**src/rtl/mac_learning_lut_if.sv**
```systemverilog
// Lookup request/result bundle between the parser and the MAC learning table.
// The master issues requests and the slave returns results.
interface mac_learning_lut_if #(
  parameter int NUM_PORTS = 8
);
  logic                 lookup_req;
  logic                 lookup_ready;
  logic [47:0]          lookup_dst_mac;
  logic [47:0]          lookup_src_mac;
  logic [NUM_PORTS-1:0] lookup_src_port;
  logic                 lookup_done;
  logic [NUM_PORTS-1:0] dst_ports;
  logic                 lut_hit;
  logic                 lut_miss;

  modport master (
    output lookup_req,
    output lookup_dst_mac,
    output lookup_src_mac,
    output lookup_src_port,
    input  lookup_ready,
    input  lookup_done,
    input  dst_ports,
    input  lut_hit,
    input  lut_miss
  );

  modport slave (
    input  lookup_req,
    input  lookup_dst_mac,
    input  lookup_src_mac,
    input  lookup_src_port,
    output lookup_ready,
    output lookup_done,
    output dst_ports,
    output lut_hit,
    output lut_miss
  );
endinterface

```
**src/rtl/mac_learning_lut.sv**
```systemverilog
// Learning-switch MAC table: sequential search, forward, learn.
// Optional entry aging is enabled with MAC_LUT_AGING_EN.
module mac_learning_lut #(
  parameter int                   LUT_DEPTH     = 16,
  parameter int                   NUM_PORTS     = 8,
  parameter logic [NUM_PORTS-1:0] MAC_PORT_MASK = 8'h55,
  parameter int                   AGE_PERIOD    = 1000000
) (
  input logic              axi_aclk,
  input logic              axi_resetn,
  mac_learning_lut_if.slave lut
);

  localparam int IW = $clog2(LUT_DEPTH);

  if (LUT_DEPTH < 2 || (LUT_DEPTH & (LUT_DEPTH - 1)) != 0) begin : g_depth_chk
    $error("LUT_DEPTH must be a power of 2, at least 2");
  end
  if (AGE_PERIOD < 1) begin : g_age_chk
    $error("AGE_PERIOD must be positive");
  end

  typedef enum logic [1:0] {
    IDLE,
    SEARCH,
    RESOLVE
  } state_t;

  state_t state;
  state_t state_nxt;

  logic [IW-1:0]        idx;
  logic [IW-1:0]        rep_ptr;
  logic [47:0]          dst_mac;
  logic [47:0]          src_mac;
  logic [NUM_PORTS-1:0] src_port;

  logic                 dst_found;
  logic                 src_found;
  logic                 free_found;
  logic [NUM_PORTS-1:0] dst_port;
  logic [IW-1:0]        src_idx;
  logic [IW-1:0]        free_idx;

  logic [LUT_DEPTH-1:0] ent_valid;
  logic [47:0]          ent_mac  [LUT_DEPTH];
  logic [NUM_PORTS-1:0] ent_port [LUT_DEPTH];

  logic                 accept;
  logic                 searching;
  logic                 resolve;
  logic                 cur_valid;
  logic                 dst_match;
  logic                 src_match;
  logic                 uni_hit;
  logic [NUM_PORTS-1:0] fwd_ports;
  logic                 learn_en;
  logic                 rep_adv;
  logic [IW-1:0]        learn_idx;

  assign accept    = (state == IDLE) && lut.lookup_req;
  assign searching = (state == SEARCH);
  assign resolve   = (state == RESOLVE);
  assign cur_valid = ent_valid[idx];
  assign dst_match = cur_valid && (ent_mac[idx] == dst_mac);
  assign src_match = cur_valid && (ent_mac[idx] == src_mac);

  assign uni_hit   = !dst_mac[40] && dst_found;
  assign fwd_ports = uni_hit ? (dst_port & ~src_port)
                             : (MAC_PORT_MASK & ~src_port);

  assign learn_en  = resolve && !src_mac[40];
  assign rep_adv   = learn_en && !src_found && !free_found;
  assign learn_idx = src_found  ? src_idx  :
                     free_found ? free_idx : rep_ptr;

  always_ff @(posedge axi_aclk or negedge axi_resetn) begin
    if (!axi_resetn) state <= IDLE;
    else             state <= state_nxt;
  end

  always_comb begin
    state_nxt = state;
    unique case (state)
      IDLE:    if (lut.lookup_req) state_nxt = SEARCH;
      SEARCH:  if (idx == IW'(LUT_DEPTH - 1)) state_nxt = RESOLVE;
      RESOLVE: state_nxt = IDLE;
      default: state_nxt = IDLE;
    endcase
  end

  // Search bookkeeping: only the first match / first hole is kept.
  always_ff @(posedge axi_aclk or negedge axi_resetn) begin
    if (!axi_resetn) begin
      idx        <= '0;
      dst_mac    <= '0;
      src_mac    <= '0;
      src_port   <= '0;
      dst_found  <= 1'b0;
      src_found  <= 1'b0;
      free_found <= 1'b0;
      dst_port   <= '0;
      src_idx    <= '0;
      free_idx   <= '0;
    end else if (accept) begin
      idx        <= '0;
      dst_mac    <= lut.lookup_dst_mac;
      src_mac    <= lut.lookup_src_mac;
      src_port   <= lut.lookup_src_port;
      dst_found  <= 1'b0;
      src_found  <= 1'b0;
      free_found <= 1'b0;
    end else if (searching) begin
      idx <= idx + 1'b1;
      if (dst_match && !dst_found) begin
        dst_found <= 1'b1;
        dst_port  <= ent_port[idx];
      end
      if (src_match && !src_found) begin
        src_found <= 1'b1;
        src_idx   <= idx;
      end
      if (!cur_valid && !free_found) begin
        free_found <= 1'b1;
        free_idx   <= idx;
      end
    end
  end

`ifdef MAC_LUT_AGING_EN
  logic [31:0]          age_cnt;
  logic                 sweep;
  logic [LUT_DEPTH-1:0] ent_age;

  assign sweep = (age_cnt == 32'(AGE_PERIOD - 1));

  always_ff @(posedge axi_aclk or negedge axi_resetn) begin
    if (!axi_resetn) age_cnt <= '0;
    else if (sweep)  age_cnt <= '0;
    else             age_cnt <= age_cnt + 32'd1;
  end
`endif

  // Table write: the learn is ordered after the sweep so it wins its entry.
  always_ff @(posedge axi_aclk or negedge axi_resetn) begin
    if (!axi_resetn) begin
      ent_valid <= '0;
      rep_ptr   <= '0;
      for (int i = 0; i < LUT_DEPTH; i++) begin
        ent_mac[i]  <= '0;
        ent_port[i] <= '0;
      end
`ifdef MAC_LUT_AGING_EN
      ent_age <= '0;
`endif
    end else begin
`ifdef MAC_LUT_AGING_EN
      if (sweep) begin
        ent_valid <= ent_valid & ent_age;
        ent_age   <= '0;
      end
      if (learn_en) ent_age[learn_idx] <= 1'b1;
`endif
      if (learn_en) begin
        ent_valid[learn_idx] <= 1'b1;
        ent_mac[learn_idx]   <= src_mac;
        ent_port[learn_idx]  <= src_port;
      end
      if (rep_adv) rep_ptr <= rep_ptr + 1'b1;
    end
  end

  always_ff @(posedge axi_aclk or negedge axi_resetn) begin
    if (!axi_resetn) begin
      lut.lookup_ready <= 1'b1;
      lut.lookup_done  <= 1'b0;
      lut.lut_hit      <= 1'b0;
      lut.lut_miss     <= 1'b0;
      lut.dst_ports    <= '0;
    end else begin
      lut.lookup_ready <= (state_nxt == IDLE);
      lut.lookup_done  <= resolve;
      lut.lut_hit      <= resolve && uni_hit;
      lut.lut_miss     <= resolve && !uni_hit;
      if (resolve) lut.dst_ports <= fwd_ports;
    end
  end

endmodule
```
**src/flat_wrapper.sv**
```systemverilog
// flat-port wrapper written by rule: the top's interface ports become plain ports
module mac_learning_lut_flat 
#(
  parameter int                   LUT_DEPTH     = 16,
  parameter int                   NUM_PORTS     = 8,
  parameter logic [NUM_PORTS-1:0] MAC_PORT_MASK = 8'h55,
  parameter int                   AGE_PERIOD    = 1000000
)
  (axi_aclk, axi_resetn, lut_lookup_req, lut_lookup_dst_mac, lut_lookup_src_mac, lut_lookup_src_port, lut_lookup_ready, lut_lookup_done, lut_dst_ports, lut_lut_hit, lut_lut_miss);
  mac_learning_lut_if #(.NUM_PORTS(NUM_PORTS)) lut_i ();
  input logic axi_aclk;
  input logic axi_resetn;
  input wire logic [$bits(lut_i.lookup_req)-1:0] lut_lookup_req;
  input wire logic [$bits(lut_i.lookup_dst_mac)-1:0] lut_lookup_dst_mac;
  input wire logic [$bits(lut_i.lookup_src_mac)-1:0] lut_lookup_src_mac;
  input wire logic [$bits(lut_i.lookup_src_port)-1:0] lut_lookup_src_port;
  output wire logic [$bits(lut_i.lookup_ready)-1:0] lut_lookup_ready;
  output wire logic [$bits(lut_i.lookup_done)-1:0] lut_lookup_done;
  output wire logic [$bits(lut_i.dst_ports)-1:0] lut_dst_ports;
  output wire logic [$bits(lut_i.lut_hit)-1:0] lut_lut_hit;
  output wire logic [$bits(lut_i.lut_miss)-1:0] lut_lut_miss;
  assign lut_i.lookup_req = lut_lookup_req;
  assign lut_i.lookup_dst_mac = lut_lookup_dst_mac;
  assign lut_i.lookup_src_mac = lut_lookup_src_mac;
  assign lut_i.lookup_src_port = lut_lookup_src_port;
  assign lut_lookup_ready = lut_i.lookup_ready;
  assign lut_lookup_done = lut_i.lookup_done;
  assign lut_dst_ports = lut_i.dst_ports;
  assign lut_lut_hit = lut_i.lut_hit;
  assign lut_lut_miss = lut_i.lut_miss;
  mac_learning_lut #(.LUT_DEPTH(LUT_DEPTH), .NUM_PORTS(NUM_PORTS), .MAC_PORT_MASK(MAC_PORT_MASK), .AGE_PERIOD(AGE_PERIOD)) u_core (.axi_aclk(axi_aclk), .axi_resetn(axi_resetn), .lut(lut_i));
endmodule
```
**config.mk**
```make
export PLATFORM = sky130hd
export DESIGN_NAME = mac_learning_lut_flat
export DESIGN_NICKNAME = d
export VERILOG_FILES = /design/src/rtl/mac_learning_lut_if.sv /design/src/rtl/mac_learning_lut.sv /design/src/flat_wrapper.sv
export SDC_FILE = /design/constraint.sdc
export NUM_CORES = 2
export LEC_CHECK = 0
export CAP_MARGIN = 20
export CORE_ASPECT_RATIO = 0.7
export CORE_MARGIN = 2
export CORE_UTILIZATION = 67
export DETAILED_ROUTE_END_ITERATION = 10
export GPL_TIMING_DRIVEN = 1
export PLACE_DENSITY = 0.89
export SETUP_SLACK_MARGIN = 0.3
export SYNTH_ARGS = -nofsm -noshare
export SYNTH_HDL_FRONTEND = slang
export SYNTH_SLANG_ARGS = --single-unit
```
**constraint.sdc**
```tcl
create_clock -name axi_aclk -period 5.9 [get_ports axi_aclk]
set_input_delay 0.59 -clock axi_aclk [delete_from_list [all_inputs] [get_ports axi_aclk]]
set_output_delay 0.59 -clock axi_aclk [all_outputs]
set_load 0.02 [all_outputs]
```
# After elaboration in Yosys (flattened, before gate mapping)
# Cells that the tools add are included.
[totals]
register_bits = 1057
inputBits = 107
out_inout_bits = 12
elab_cells = 135
[classes]
n_addsub = 2
magnitude_cmp = 6
n_eq_ne = 5
n_mux = 33
n_bitwise = 6
reduce_logical = 33
[ops]
columns = ["cell", "count"]
rows = [
  ["$bwmux 768", 1],
  ["$bmux 48 s4", 1],
  ["$demux 48 s4", 1],
  ["$mux 48", 3],
  ["$bwmux 128", 1],
  ["$eq 48x48->1", 2],
  ["$bmux 8 s4", 1],
  ["$demux 8 s4", 1],
  ["$mux 8", 4],
  ["$mux 4", 4],
  ["$or 16x16->16", 1],
  ["$logic_and 1x1->1", 14],
  ["$mux 1", 11],
  ["$ge 5x5->1 const B", 2],
  ["$lt 4x5->1 const B", 2],
  ["$not 4->5", 2],
  ["$reduce_and 3->1", 3],
  ["$add 4x1->4 const B", 2],
  ["$and 8x8->8", 1],
  ["$not 8->8", 1],
  ["$reduce_bool 2->1", 4],
  ["$logic_not 1->1", 7],
  ["$reduce_and 2->1", 3],
  ["$lt 5x1->1 const B", 1],
  ["other kinds (10)", 12],
]

# Longest topological paths before layout
[depth]
ltp_word = 10
depth_mapped = 16

# Worst setup path before layout
# OpenSTA, ideal clock, no wires.
[synth_timing]
kind = "reg-to-reg"
from = "register u_core.idx[0]"
to = "register u_core.dst_port[1]"
setup_ns = 0.128
t_arrival_ns = 3.623
required_ns = 5.772
path_slack_ns = 2.149
path_stages_with_launch = 13
synth_period_minus_slack_ns = 3.751
cell_sequence = "dfrtp_1 > buf_4 > buf_6 > buf_6 > buf_6 > buf_4 > buf_4 > buf_2 > buf_4 > buf_1 > mux4_2 > mux4_2 > mux2_1"
[synth_via]
elab_chain_len = 8
word_cells_on_any_way = 13
[synth_rtl]
columns = ["element", "line_no", "rtl"]
rows = [
  ["start: declaration", "mac_learning_lut.sv:32", "logic [IW-1:0] idx;"],
  ["start signal: assignment", "mac_learning_lut.sv:114", "idx <= idx + 1'b1;"],
  ["$not 4->5 (not written as such)", "mac_learning_lut.sv:65, mac_learning_lut.sv:117", ""],
  ["$bmux 48 s4", "mac_learning_lut.sv:65", "assign dst_match = cur_valid && (ent_mac[idx] == dst_mac);"],
  ["$mux 48 (not written as such) (2 in a row)", "mac_learning_lut.sv:65", ""],
  ["$eq 48x48->1", "mac_learning_lut.sv:65", ""],
  ["$logic_and 1x1->1", "mac_learning_lut.sv:65", ""],
  ["$logic_and 1x1->1", "mac_learning_lut.sv:115", "if (dst_match && !dst_found) begin"],
  ["$reduce_and 3->1 (no line)", "n/a", ""],
  ["end signal: assignment", "mac_learning_lut.sv:117", "dst_port <= ent_port[idx];"],
  ["end: declaration", "mac_learning_lut.sv:41", "logic [NUM_PORTS-1:0] dst_port;"],
]
# Several ways; a longest one is shown, not always the timed one. The select of a mux whose other input is x is not followed.
# A chain may end at the register's enable or synchronous reset.

# Worst setup path in the final report
[layout_timing]
from = "register u_core.idx[0]"
to = "register u_core.dst_port[3]"
# The elaborated chain is that of the path after synthesis.

==> results.json <==
{
  "grt_overflow": 0,
  "dr.pass1.iters": 8,
  "leakagePower_uw": 0.0259,
  "die_h_um": 229,
  "fmax_mhz": 183,
  "switching_share_pct": 36.3,
  "fin_crit_ns": 5.45,
  "netlist_area_um2": 48400,
  "setup_viol": 0,
  "synth-edff-count": 0,
  "yosysSeqAreaShare_pct": 54.7,
  "clock_skew_ns": 0.0255,
  "yosysWarnings": 0,
  "hold_buffers": 0,
  "p_per_area_nw_per_um2": 397,
  "arrival_ns": 6.01,
  "cts_tree": "built",
  "grt_pass1_vias": 32500,
  "violations": "hold timing",
  "final_cells": 4474,
  "r2r-start": "u_core.idx[0]",
  "synthesis.nets": 3570,
  "cts-root-buf": "clkbuf_16",
  "max_cap_viol_count": 0,
  "die_area_um2": 74400,
  "holdWs_ns": -0.0442,
  "rr_endpoint": "u_core.dst_port[3]",
  "cts.sinks": 1057,
  "synth_common_cells": "dfrtp_1, mux2_2, nand2_1",
  "wl_per_cell_um": 29.9,
  "synth_compound_area_share_pct": 2.88,
  "cts.repair.resized": 0,
  "drcViolationCount": 0,
  "period_share_pct": 92.4,
  "maxSlewViolCount": 0,
  "drive_above_1_share_pct": 39.0,
  "cts_setup_buffers": 0,
  "dr.first_iter.drc_count": 3887,
  "io_buffers": 118,
  "synth_top_family_by_area": "multiplexers",
  "crit_type": "register to register",
  "routed_via_density": 6.93,
  "pwr-share-comb_pct": 25.4,
  "synthAdderAreaFrac_pct": 0.0517,
  "initial_core_util_pct": 67.6,
  "grt_start_max_net_pins": 183,
  "yosys.cell_types.count": 75,
  "place_inst": 4301,
  "max-clock-path-buffers": 3,
  "nets": 3547,
  "ys_ff_latch": 1057,
  "die_w_um": 325,
  "synth_most_common_cell": "dfrtp_1",
  "path_clk_slew_ns": 0.07,
  "synth_top_area_share_pct": 54.6,
  "total_switching_power_uw": 7740,
  "wl_mm": 134,
  "p_int_uw": 13600,
  "h-tree-depth": 3,
  "worstPathRequired_ns": 6.46,
  "hp-class": "input port to asynchronous set/reset pin",
  "worst_pin_slew_ns": 1.20,
  "grt_util_all_layers_pct": 36.4,
  "synth_xor_area_share_pct": 1.59,
  "syn_to_final_growth_pct": 10.9,
  "placementRows": 82,
  "clk_latency_ns": 0.68,
  "syn_inst": 3461,
  "diodes": 0,
  "num_vias": 31000,
  "yosys.area_share.simple_pct": 5.16,
  "rsz0062_at_grt": "no",
  "start_kind": "register",
  "pwr-share-clk_pct": 30.7,
  "r2r.worst_path.cells": 11,
  "crit_fanout": 44,
  "ioPinCount": 119,
  "synth_flop_cell": "dfrtp_1",
  "avgSynthCellArea_um2": 14.0,
  "cts_buffers": 96,
  "antenna_found_initial": 3,
  "hold_viol_final": 19,
  "seq_power_share_pct": 43.9,
  "fillCellCount": 3942,
  "status": "finished, violations left",
  "synth_area_leaders": "dfrtp_1, mux2_2, mux4_2",
  "place.gp.congestion": 0.933,
  "dp_hpwl_mm": 80.7,
  "r2r_setup_slack_ns": 0.45,
  "synth_mux_area_share_pct": 32.6,
  "asyncSetResetFlopFracSynth_pct": 100,
  "design.core.area_um2": 71500,
  "endpoint_kind": "register",
  "grt_pass1_wl_mm": 204,
  "relSlewSlack_pct": 19.8,
  "ant_nets": 0,
  "ir_drop_v": 0.000359,
  "synth_top_area_cell": "dfrtp_1",
  "fin_setup_tns_ns": 0
}
==> sequential cells by signal, summed over array words and instances (netlist names) <==
signal,flops
u_core.idx,4
u_core.src_found,1
u_core.ent_port,128
u_core.src_port,8
u_core.lut.lut_hit,1
u_core.dst_found,1
u_core.lut.dst_ports,8
u_core.state,2
u_core.lut.lut_miss,1
u_core.lut.lookup_ready,1
u_core.free_found,1
u_core.src_mac,48
u_core.ent_mac,768
u_core.dst_mac,48
u_core.lut.lookup_done,1
u_core.ent_valid,16
u_core.free_idx,4
u_core.dst_port,8
u_core.src_idx,4
u_core.rep_ptr,4
==> final cells by class <==
cell class / instances / area, um2 / share of cell area, %
clock buffers: 133 / 2800 / 5.21
flip-flops and latches: 1057 / 26500 / 49.3
clock inverters: 35 / 478 / 0.891
multi-input cells: 2076 / 20600 / 38.4
well taps: 966 / 1210 / 2.25
repair buffers: 191 / 2040 / 3.81
inverters: 16 / 60.1 / 0.112
==> worst max path at each step <==
stage                   from            endpoint  slack, ns  cells past startpoint
2_1_floorplan  u_core.idx[0]  u_core.dst_port[1]       2.15                     12
3_3_place_gp   u_core.idx[1]   u_core.src_idx[2]       1.13                      8
3_5_place_dp   u_core.idx[0]  u_core.dst_port[3]       0.93                     11
4_1_cts        u_core.idx[0]  u_core.dst_port[3]       0.80                     11
5_1_grt        u_core.idx[0]  u_core.dst_port[3]       0.37                     11
6_report       u_core.idx[0]  u_core.dst_port[3]       0.45                     11
==> per-layer routing <==
layer | routed length (um) | track usage, %
met1 | 52500 | 51.0
met4 | 5460 | 14.0
met2 | 60500 | 54.1
met3 | 15200 | 11.2
met5 | 41 | 0
==> placed cells by master (no fill, tap or decap), types with 35 or more instances in the layout <==
cell type and n:
dfrtp_1 1052, mux2_2 893, nand2_1 378, mux4_2 187, mux2i_1 130, clkdlybuf4s50_1 117
clkbuf_16 99, xor2_1 58, buf_4 49, o21ai_0 36, nor2_1 35, a22oi_1 35
==> cell families (layout without fill, tap and decap cells) <==
logic type                 count (synthesis)  after routing
buffers and inverters                    328            375
AOI/OAI and AO/OA                        194            194
xor gates and xnor gates                  88             88
adders and majority gates                  2              2
and+or+nand+nor                          568            568
muxes                                   1224           1224
DFF                                     1057           1057
==> per-stage QoR <==
step / total power (uW) / area (um2) / hold slack (ns) / setup WS (ns) / util, %
after floorplan: 12300 / 48400 / 0.294 / 2.15 / -
after global placement: 14300 / 50300 / 0.445 / 1.13 / 70.3
after detailed placement: 14500 / 50300 / 0.452 / 0.931 / 70.3
after CTS: 21000 / 53500 / 0.00547 / 0.798 / 74.9
after global routing: 21900 / 53600 / 0.0108 / 0.367 / 75.0
final: 21300 / 53600 / -0.0442 / 0.450 / 75.0
==> worst max-delay path, stage by stage (launching register included) <==
cell and delay, ns:
dfrtp_4 1.02, buf_4 0.43, mux2i_1 0.13, a221oi_1 0.86, nor2_1 0.17, a22o_1 0.25, a211oi_1 0.25, o2111ai_1 0.17
nor4_1 0.90, nor4bb_2 0.35, buf_4 0.32, mux2_1 0.37
==> power groups by stage <==
| stage | logic, uW | clock network (uW) | registers (uW) |
|---|---|---|---|
| after global placement | 5010 | 0 | 9280 |
| after global routing | 5650 | 6870 | 9410 |
| after floorplan | 4230 | 0 | 8110 |
| final | 5410 | 6550 | 9350 |
| after CTS | 5240 | 6550 | 9250 |
| after detailed placement | 5150 | 0 | 9360 |
Note: power is estimated with default switching activity, not from simulation.
